File: config.mk
export PLATFORM = sky130hd
export DESIGN_NAME = row_decoder_seq
export DESIGN_NICKNAME = d
export VERILOG_FILES = /design/src/rtl/row_decoder_seq.sv
export SDC_FILE = /design/constraint.sdc
export NUM_CORES = 1
export LEC_CHECK = 0
export ABC_CLOCK_PERIOD_IN_PS = 2100
export CAP_MARGIN = 20
export CORE_ASPECT_RATIO = 1.25
export CORE_MARGIN = 10
export CORE_UTILIZATION = 35
export DETAILED_ROUTE_END_ITERATION = 6
export DONT_BUFFER_PORTS = 1
export SYNTH_ARGS = -nofsm -noshare
export SYNTH_HDL_FRONTEND = slang
export SYNTH_SLANG_ARGS = --single-unit
File: constraint.sdc
create_clock -name clk -period 2.1 [get_ports clk]
set_input_delay 0.42 -clock clk [delete_from_list [all_inputs] [get_ports clk]]
set_output_delay 0.42 -clock clk [all_outputs]
set_load 0.02 [all_outputs]
File: src/rtl/row_decoder_seq.sv
`default_nettype none
// ============================================================================
// Module   : row_decoder_seq
// Purpose  : Sequenced precharge -> wordline-pulse row driver for the CAM/MAC
//            array (single MAC read, CAM key search, multi-row MAC sweep).
// Revision : 1.0
// ============================================================================
module row_decoder_seq #(
    parameter int ROWS      = 4,
    parameter int ADDR_W    = 2,
    parameter int PRE_CYC   = 1,
    parameter int PULSE_CYC = 2,
    parameter int CNT_W     = 4
) (
    input  logic              clk,
    input  logic              rst_n,
    input  logic              start,
    input  logic              abort,
    input  logic [1:0]        mode,
    input  logic              read_bar,
    input  logic [ADDR_W-1:0] addr,
    input  logic [ADDR_W-1:0] addr_end,
    input  logic [ROWS-1:0]   key,
    output logic              busy,
    output logic              pre_en,
    output logic [ROWS-1:0]   WL,
    output logic [ROWS-1:0]   WLB,
    output logic              row_valid,
    output logic [ADDR_W-1:0] row_idx,
    output logic              done,
    output logic              err
);

    typedef enum logic [1:0] {
        S_IDLE  = 2'd0,
        S_PRE   = 2'd1,
        S_DRIVE = 2'd2,
        S_DONE  = 2'd3
    } state_t;

    localparam logic [1:0]        c_mode_read  = 2'b00;
    localparam logic [1:0]        c_mode_cam   = 2'b01;
    localparam logic [1:0]        c_mode_sweep = 2'b10;
    localparam logic [ADDR_W:0]   c_rows       = (ADDR_W+1)'(ROWS);
    localparam logic [CNT_W-1:0]  c_pre_last   = CNT_W'((PRE_CYC > 0) ? PRE_CYC - 1 : 0);
    localparam logic [CNT_W-1:0]  c_pulse_last = CNT_W'(PULSE_CYC - 1);
    localparam logic [ROWS-1:0]   c_one        = ROWS'(1);

    state_t              state_q;
    logic [CNT_W-1:0]    cnt_q;
    logic [1:0]          mode_q;
    logic                rbar_q;
    logic [ADDR_W-1:0]   row_q;
    logic [ADDR_W-1:0]   end_q;
    logic [ROWS-1:0]     key_q;
    logic                err_flag_q;
    logic                busy_q;
    logic                pre_en_q;
    logic [ROWS-1:0]     wl_q;
    logic [ROWS-1:0]     wlb_q;
    logic                row_valid_q;
    logic [ADDR_W-1:0]   row_idx_q;
    logic                done_q;
    logic                err_q;

    logic [1:0]          mode_in_d;
    logic [ADDR_W-1:0]   row_next_d;
    logic                cam_d;
    logic                row_oor_d;

    function automatic logic is_oor(input logic [ADDR_W-1:0] r);
        return {1'b0, r} >= c_rows;
    endfunction

    // Out-of-range MAC rows drive nothing on either rail; CAM ignores the row.
    function automatic logic [ROWS-1:0] wl_pat(input logic cam, input logic rbar,
                                               input logic [ADDR_W-1:0] r,
                                               input logic [ROWS-1:0] k);
        logic [ROWS-1:0] oh;
        oh = c_one << r;
        if (cam)            return k;
        else if (is_oor(r)) return '0;
        else if (rbar)      return ~oh;
        else                return oh;
    endfunction

    function automatic logic [ROWS-1:0] wlb_pat(input logic cam, input logic rbar,
                                                input logic [ADDR_W-1:0] r,
                                                input logic [ROWS-1:0] k);
        return (cam || !is_oor(r)) ? ~wl_pat(cam, rbar, r, k) : '0;
    endfunction

    always_comb begin
        mode_in_d  = (mode == 2'b11) ? c_mode_read : mode;
        cam_d      = (mode_q == c_mode_cam);
        row_oor_d  = is_oor(row_q);
        row_next_d = ({1'b0, row_q} == c_rows - 1'b1) ? '0 : row_q + ADDR_W'(1);
    end

    always_ff @(posedge clk) begin
        if (!rst_n) begin
            state_q     <= S_IDLE;
            cnt_q       <= '0;
            mode_q      <= c_mode_read;
            rbar_q      <= 1'b0;
            row_q       <= '0;
            end_q       <= '0;
            key_q       <= '0;
            err_flag_q  <= 1'b0;
            busy_q      <= 1'b0;
            pre_en_q    <= 1'b0;
            wl_q        <= '0;
            wlb_q       <= '0;
            row_valid_q <= 1'b0;
            row_idx_q   <= '0;
            done_q      <= 1'b0;
            err_q       <= 1'b0;
        end else begin
            row_valid_q <= 1'b0;
            done_q      <= 1'b0;
            err_q       <= 1'b0;
            case (state_q)
                S_IDLE: begin
                    if (start && !abort) begin
                        mode_q     <= mode_in_d;
                        rbar_q     <= read_bar;
                        row_q      <= addr;
                        end_q      <= addr_end;
                        key_q      <= key;
                        err_flag_q <= 1'b0;
                        busy_q     <= 1'b1;
                        if (PRE_CYC > 0) begin
                            state_q  <= S_PRE;
                            cnt_q    <= c_pre_last;
                            pre_en_q <= 1'b1;
                        end else begin
                            state_q <= S_DRIVE;
                            cnt_q   <= c_pulse_last;
                            wl_q    <= wl_pat(mode_in_d == c_mode_cam, read_bar, addr, key);
                            wlb_q   <= wlb_pat(mode_in_d == c_mode_cam, read_bar, addr, key);
                        end
                    end
                end
                S_PRE: begin
                    if (abort) begin
                        state_q  <= S_IDLE;
                        busy_q   <= 1'b0;
                        pre_en_q <= 1'b0;
                        wl_q     <= '0;
                        wlb_q    <= '0;
                    end else if (cnt_q == '0) begin
                        state_q  <= S_DRIVE;
                        cnt_q    <= c_pulse_last;
                        pre_en_q <= 1'b0;
                        wl_q     <= wl_pat(cam_d, rbar_q, row_q, key_q);
                        wlb_q    <= wlb_pat(cam_d, rbar_q, row_q, key_q);
                    end else begin
                        cnt_q <= cnt_q - 1'b1;
                    end
                end
                S_DRIVE: begin
                    if (abort) begin
                        state_q  <= S_IDLE;
                        busy_q   <= 1'b0;
                        pre_en_q <= 1'b0;
                        wl_q     <= '0;
                        wlb_q    <= '0;
                    end else if (cnt_q == '0) begin
                        wl_q  <= '0;
                        wlb_q <= '0;
                        if (!cam_d) begin
                            if (row_oor_d) begin
                                err_flag_q <= 1'b1;
                            end else begin
                                row_valid_q <= 1'b1;
                                row_idx_q   <= row_q;
                            end
                        end
                        if (mode_q != c_mode_sweep || row_q == end_q) begin
                            state_q <= S_DONE;
                            busy_q  <= 1'b0;
                            done_q  <= 1'b1;
                            err_q   <= err_flag_q | (!cam_d && row_oor_d);
                        end else begin
                            row_q <= row_next_d;
                            if (PRE_CYC > 0) begin
                                state_q  <= S_PRE;
                                cnt_q    <= c_pre_last;
                                pre_en_q <= 1'b1;
                            end else begin
                                // Sweep rows are MAC-only, so the next pattern never uses the key.
                                cnt_q <= c_pulse_last;
                                wl_q  <= wl_pat(1'b0, rbar_q, row_next_d, key_q);
                                wlb_q <= wlb_pat(1'b0, rbar_q, row_next_d, key_q);
                            end
                        end
                    end else begin
                        cnt_q <= cnt_q - 1'b1;
                    end
                end
                S_DONE: begin
                    state_q <= S_IDLE;
                end
                default: begin
                    state_q <= S_IDLE;
                end
            endcase
        end
    end

    assign busy      = busy_q;
    assign pre_en    = pre_en_q;
    assign WL        = wl_q;
    assign WLB       = wlb_q;
    assign row_valid = row_valid_q;
    assign row_idx   = row_idx_q;
    assign done      = done_q;
    assign err       = err_q;

endmodule
`default_nettype wire
# == After elaboration in Yosys (flattened, before gate mapping) ==
# Cells that the tools add are included.
# word_totals
regBits,31
out_inout_bits,15
elab_cells,108
inputBits,15
# op_classes
n_reduce_logical,17
shift,1
muxes,48
addsub,2
bitwise_logic,7
eq_ne,19
# ops
operator,count
4-bit 2-to-1 mux,17
2-bit 2-to-1 mux,12
5-bit AND reduction,4
4-bit one-hot mux with 2 select lines,2
"3-bit inequality test, second input constant",5
"2-bit inequality test, second input constant",7
1-bit 2-to-1 mux,12
4-bit one-hot mux with 3 select lines,1
"2-bit equality test, second input constant",4
4-bit inverter,2
2-bit one-hot mux with 4 select lines,1
1-bit one-hot mux with 3 select lines,2
3-bit AND reduction,2
1-bit inverter,5
"2-bit by 1-bit equality test with 1-bit output, second input constant",2
4-bit zero test,1
2-bit one-hot mux with 2 select lines,1
4-bit AND reduction,1
2-bit nonzero test,2
4-bit OR reduction,1
"1-bit by 2-bit << shifter with 4-bit output, first input constant",1
"4-bit by 1-bit subtractor with 4-bit output, second input constant",1
3-bit nonzero test,1
"2-bit by 1-bit adder with 2-bit output, second input constant",1
other kinds (6),6

# == Depth between registers and ports, before layout ==
# depth
word_depth,12
depth_mapped,7
mapped_depth_nobuf,6

# == Worst setup path after synthesis ==
# No wires, ideal clock.
# synth_timing
kind,reg2reg
start,register state_q[1]
end,register cnt_q[0]
n_path_buf,0
period_less_slack_ns,1.757
stages_incl_launch_ff,7
setup_slack_ns,0.343
setup_ns,0.072
required_ns,2.028
arrival_ns,1.685
cell_sequence,dfxtp_1 -> inv_1 -> ha_1 -> or2_2 -> a221o_1 -> a31oi_4 -> mux2i_1
# synth_between
elab_chain_len,3
elab_cells_between_ends,10
cone_classes,eq/ne: 6; mux: 1; reduce/logical: 3
# synth_lines
element,line,rtl
from (decl),49,state_t state_q;
from (signal assigned),102,state_q <= S_IDLE;
from (signal assigned),133,state_q <= S_PRE;
from (signal assigned),137,state_q <= S_DRIVE;
"2-bit equality test, or another cell as far along",122,case (state_q)
"3-bit inequality test (no source line), or another cell as far along",n/a,
5-bit AND reduction (no source line),n/a,
to (signal assigned),134,cnt_q <= c_pre_last;
to (signal assigned),138,cnt_q <= c_pulse_last;
to (signal assigned),153,cnt_q <= c_pulse_last;
to (decl),50,logic [CNT_W-1:0] cnt_q;
# Several ways; a longest one is shown, not always the timed one.
# A chain may end at the register's enable or synchronous reset.

# == Worst setup path after layout ==
# layout_timing
start,register state_q[0]
end,register wlb_q[0] (netlist: WLB[0])
# layout_between
elab_chain_len,3
elab_cells_between_ends,7
cone_classes,eq/ne: 4; mux: 1; reduce/logical: 2
# layout_lines
element,line,rtl
2-bit by 1-bit equality test with 1-bit output or 2-bit equality test (tied branches),122,
3-bit inequality test (no source line) or 2-bit nonzero test (tied branches),n/a,
3-bit AND reduction (no source line),n/a,
to (signal assigned),140,"wlb_q <= wlb_pat(mode_in_d == c_mode_cam, read_bar, addr, key);"
to (signal assigned),156,"wlb_q <= wlb_pat(cam_d, rbar_q, row_q, key_q);"
to (signal assigned),194,"wlb_q <= wlb_pat(1'b0, rbar_q, row_next_d, key_q);"
to (decl),60,logic [ROWS-1:0] wlb_q;
# Several ways; a longest one is shown, not always the timed one.

==> impl_results.md <==
- Run status: finished clean
- Maximum number of pins on one net before global-route repair: 26
- Post-route antenna net violation count: 0
- Critical R2R Launch: state_q[0]
- Type of the worst setup path: reg -> reg
- Fraction of layout instances using a drive strength above 1: 0.146
- Non-filler instance count after layout: 259
- Worst-case clock buffer depth: 2
- Hold WC Path Type: in -> reg
- Dpl ws: 0.296 ns
- Total Routed Length: 3990 um
- Overflow left after global routing: 0
- Clock tree from TritonCTS: yes
- Final hold viol count: 0
- Post-synth top flop: sky130_fd_sc_hd__dfxtp_1
- Post-Synthesis Net Count: 223
- Worst-skew pair later-pin latency: 0.29 ns
- Wire length per cell after detailed routing: 15.4 um
- Initial antenna violation count: 0
- Yosys synthesis warning count: 0
- Synth Area per Inst: 8.91 um2
- Vias per cell: 5.29
- Final RePlAce weighted congestion: 0.814
- Final nets: 224
- Data required time of the worst path: 2.33 ns
- Die Span X: 83.3 um
- Inserted Clock Buffers: 5
- Count of H-tree levels built during CTS: 2
- Final worst path period need: 1.82 ns
- Drt first pass iters: 4
- Clock sinks: 31
- CP endpoint kind: flip-flop
- Final critical-path setup slack: 0.276 ns
- DRC violation total after the first TritonRoute iteration: 110
- Post-CTS repair timing setup buffer count: 0
- Lkg Pwr: 0.750 nW
- Overall track demand over capacity in global routing: 0.0954
- Post-synthesis instance area: 1760 um2
- Antenna diode count: 0
- CTS Root Buffer Type: sky130_fd_sc_hd__clkbuf_8
- Routed vias: 1371
- Final total negative setup slack: 0 ns
- First-pass GRT wire length: 6530 um
- Hold slack final: 0.274 ns
- Hold wc startpoint: rst_n
- Number of buffers inserted for hold repair after clock tree synthesis: 0
- Number of unique standard cell types used by synthesis: 47
- Critical path launch point: state_q[0]
- Upper clock frequency limit: 0.548 GHz
- Fraction of registers with async set/reset: 0
- Core area: 4800 um2
- Sequential-to-total area share from yosys stat: 0.354
- Worst vdd rail ir drop: 0.000381 V
- Worst Path Max Fanout: 12
- Max-slew violation count: 0
- Clock transition at path regs: 0.07 ns
- Placed insts: 251
- Placed wire-length estimate: 2970 um
- Count of port buffers added during placement: 0
- Effective utilization at floorplan: 0.366
- # resized after CTS: 0
- Mapped Cells: 197
- Cell row count: 28
- Yosys reg bits: 31
- Number of failing setup endpoints in the final timing report: 0
- Pwr dens: 809 nW/um2
- Number of primary I/O pins: 30
- Vias in the first global route: 1329
- Number of enable-type register cells in the synthesized netlist: 0
- CP startpoint kind: flip-flop
- Unrepaired setup endpoints after global routing: no
- Critical path arrival: 2.05 ns
- Skew final: 0.00332 ns
- Final total power: 1.57 mW
- Area delta synth->final: 10.4%
- Total die area: 8270 um2
- DRC Markers: 0
- Final clock period utilization by the worst path: 0.868
- Fillcell total: 508
- DIE HEIGHT: 99.2 um
- Number of violations of the max-capacitance limit: 0
per-layer routing:
layer	vias to the layer above	part of all wire	GRT usage
met5	-	0	0
met4	0	0.022	0.0591
met3	6	0.061	0.0310
met2	27	0.48	0.158
met1	632	0.43	0.104
li1	706	-	-
flip-flops by register name (all words and copies together) (netlist names), 2 cells and up:
signal / count
row_q: 2
state_q: 2
end_q: 2
cnt_q: 4
row_idx: 2
WLB: 4
WL: 4
mode_q: 2
key_q: 4
stage by stage:
stage	util	cell area [um2]
6_report	0.404	1940
3_3_place_gp	0.379	1820
2_1_floorplan	-	1760
3_5_place_dp	0.379	1820
4_1_cts	0.404	1940
5_1_grt	0.404	1940
synth_stat cells (all sizes together), types with 2 or more instances:
cell type  number  area share
nor2b           3       0.011
nand2          24       0.051
nand3          13       0.037
nor3b           2      0.0086
mux2            2       0.013
a21oi          22       0.063
nand3b          4       0.017
dfxtp          31        0.35
a211oi          4       0.023
clkbuf          8       0.017
xor2            6       0.030
a211o           2       0.011
nor3            3      0.0086
mux2i          11       0.063
o21ai           5       0.023
buf             4       0.014
a2111oi         2       0.021
nor2           10       0.021
ha             11       0.078
inv             6       0.013
nand4b          4       0.020
logic make-up after synthesis:
kind of cell	share of synthesized area
simple gates	0.204
fa+ha+maj	0.0784
buf+inv	0.0463
other cells	0.00214
compound gates	0.210
mux	0.0756
flops	0.354
xor+xnor	0.0299
area by class of cell:
| class | count | area (um2) | share of cell area |
|---|---|---|---|
| Timing Repair Buffer | 6 | 45.0 | 0.0232 |
| Sequential cell | 31 | 621 | 0.320 |
| Inverter | 7 | 26.3 | 0.0136 |
| Tap cell | 60 | 75.1 | 0.0387 |
| Multi-Input combinational cell | 147 | 1050 | 0.544 |
| Clock inverter | 2 | 35.0 | 0.0181 |
| Clock buffer | 6 | 82.6 | 0.0426 |
critical path: stages (launching register included):
cell                       delay, ns
sky130_fd_sc_hd__dfxtp_1        0.38
sky130_fd_sc_hd__inv_1          0.10
sky130_fd_sc_hd__ha_1           0.21
sky130_fd_sc_hd__buf_4          0.19
sky130_fd_sc_hd__o21bai_1       0.29
sky130_fd_sc_hd__o21a_1         0.31
sky130_fd_sc_hd__nand3_1        0.12
sky130_fd_sc_hd__a21oi_1        0.15
power by group:
part | total (mW) | internal, mW | switching (mW)
logic | 0.284 | 0.122 | 0.162
registers | 0.669 | 0.621 | 0.0481
clock network | 0.616 | 0.384 | 0.232
total | 1.57 | 1.13 | 0.443
final timing paths:
check / cells after the start / to / slack, ns
max: 7 / WLB[0] / 0.28
min: 2 / pre_en / 0.27
max reg2reg: 7 / WLB[0] / 0.28
min reg2reg: 2 / key_q[0] / 0.46
layout by cell type (no fill, tap or decap), drive strengths merged, types with 3 or more instances in the layout:
| cell type | count |
|---|---|
| ha | 11 |
| nor2 | 10 |
| a211oi | 4 |
| xor2 | 6 |
| inv | 6 |
| buf | 6 |
| nand4b | 4 |
| nor3 | 3 |
| dfxtp | 31 |
| mux2i | 11 |
| o21ai | 5 |
| nand2 | 24 |
| nand3 | 13 |
| a21oi | 22 |
| clkbuf | 6 |
| nand3b | 4 |
| nor2b | 3 |
Note: power is estimated with default switching activity, not from simulation.
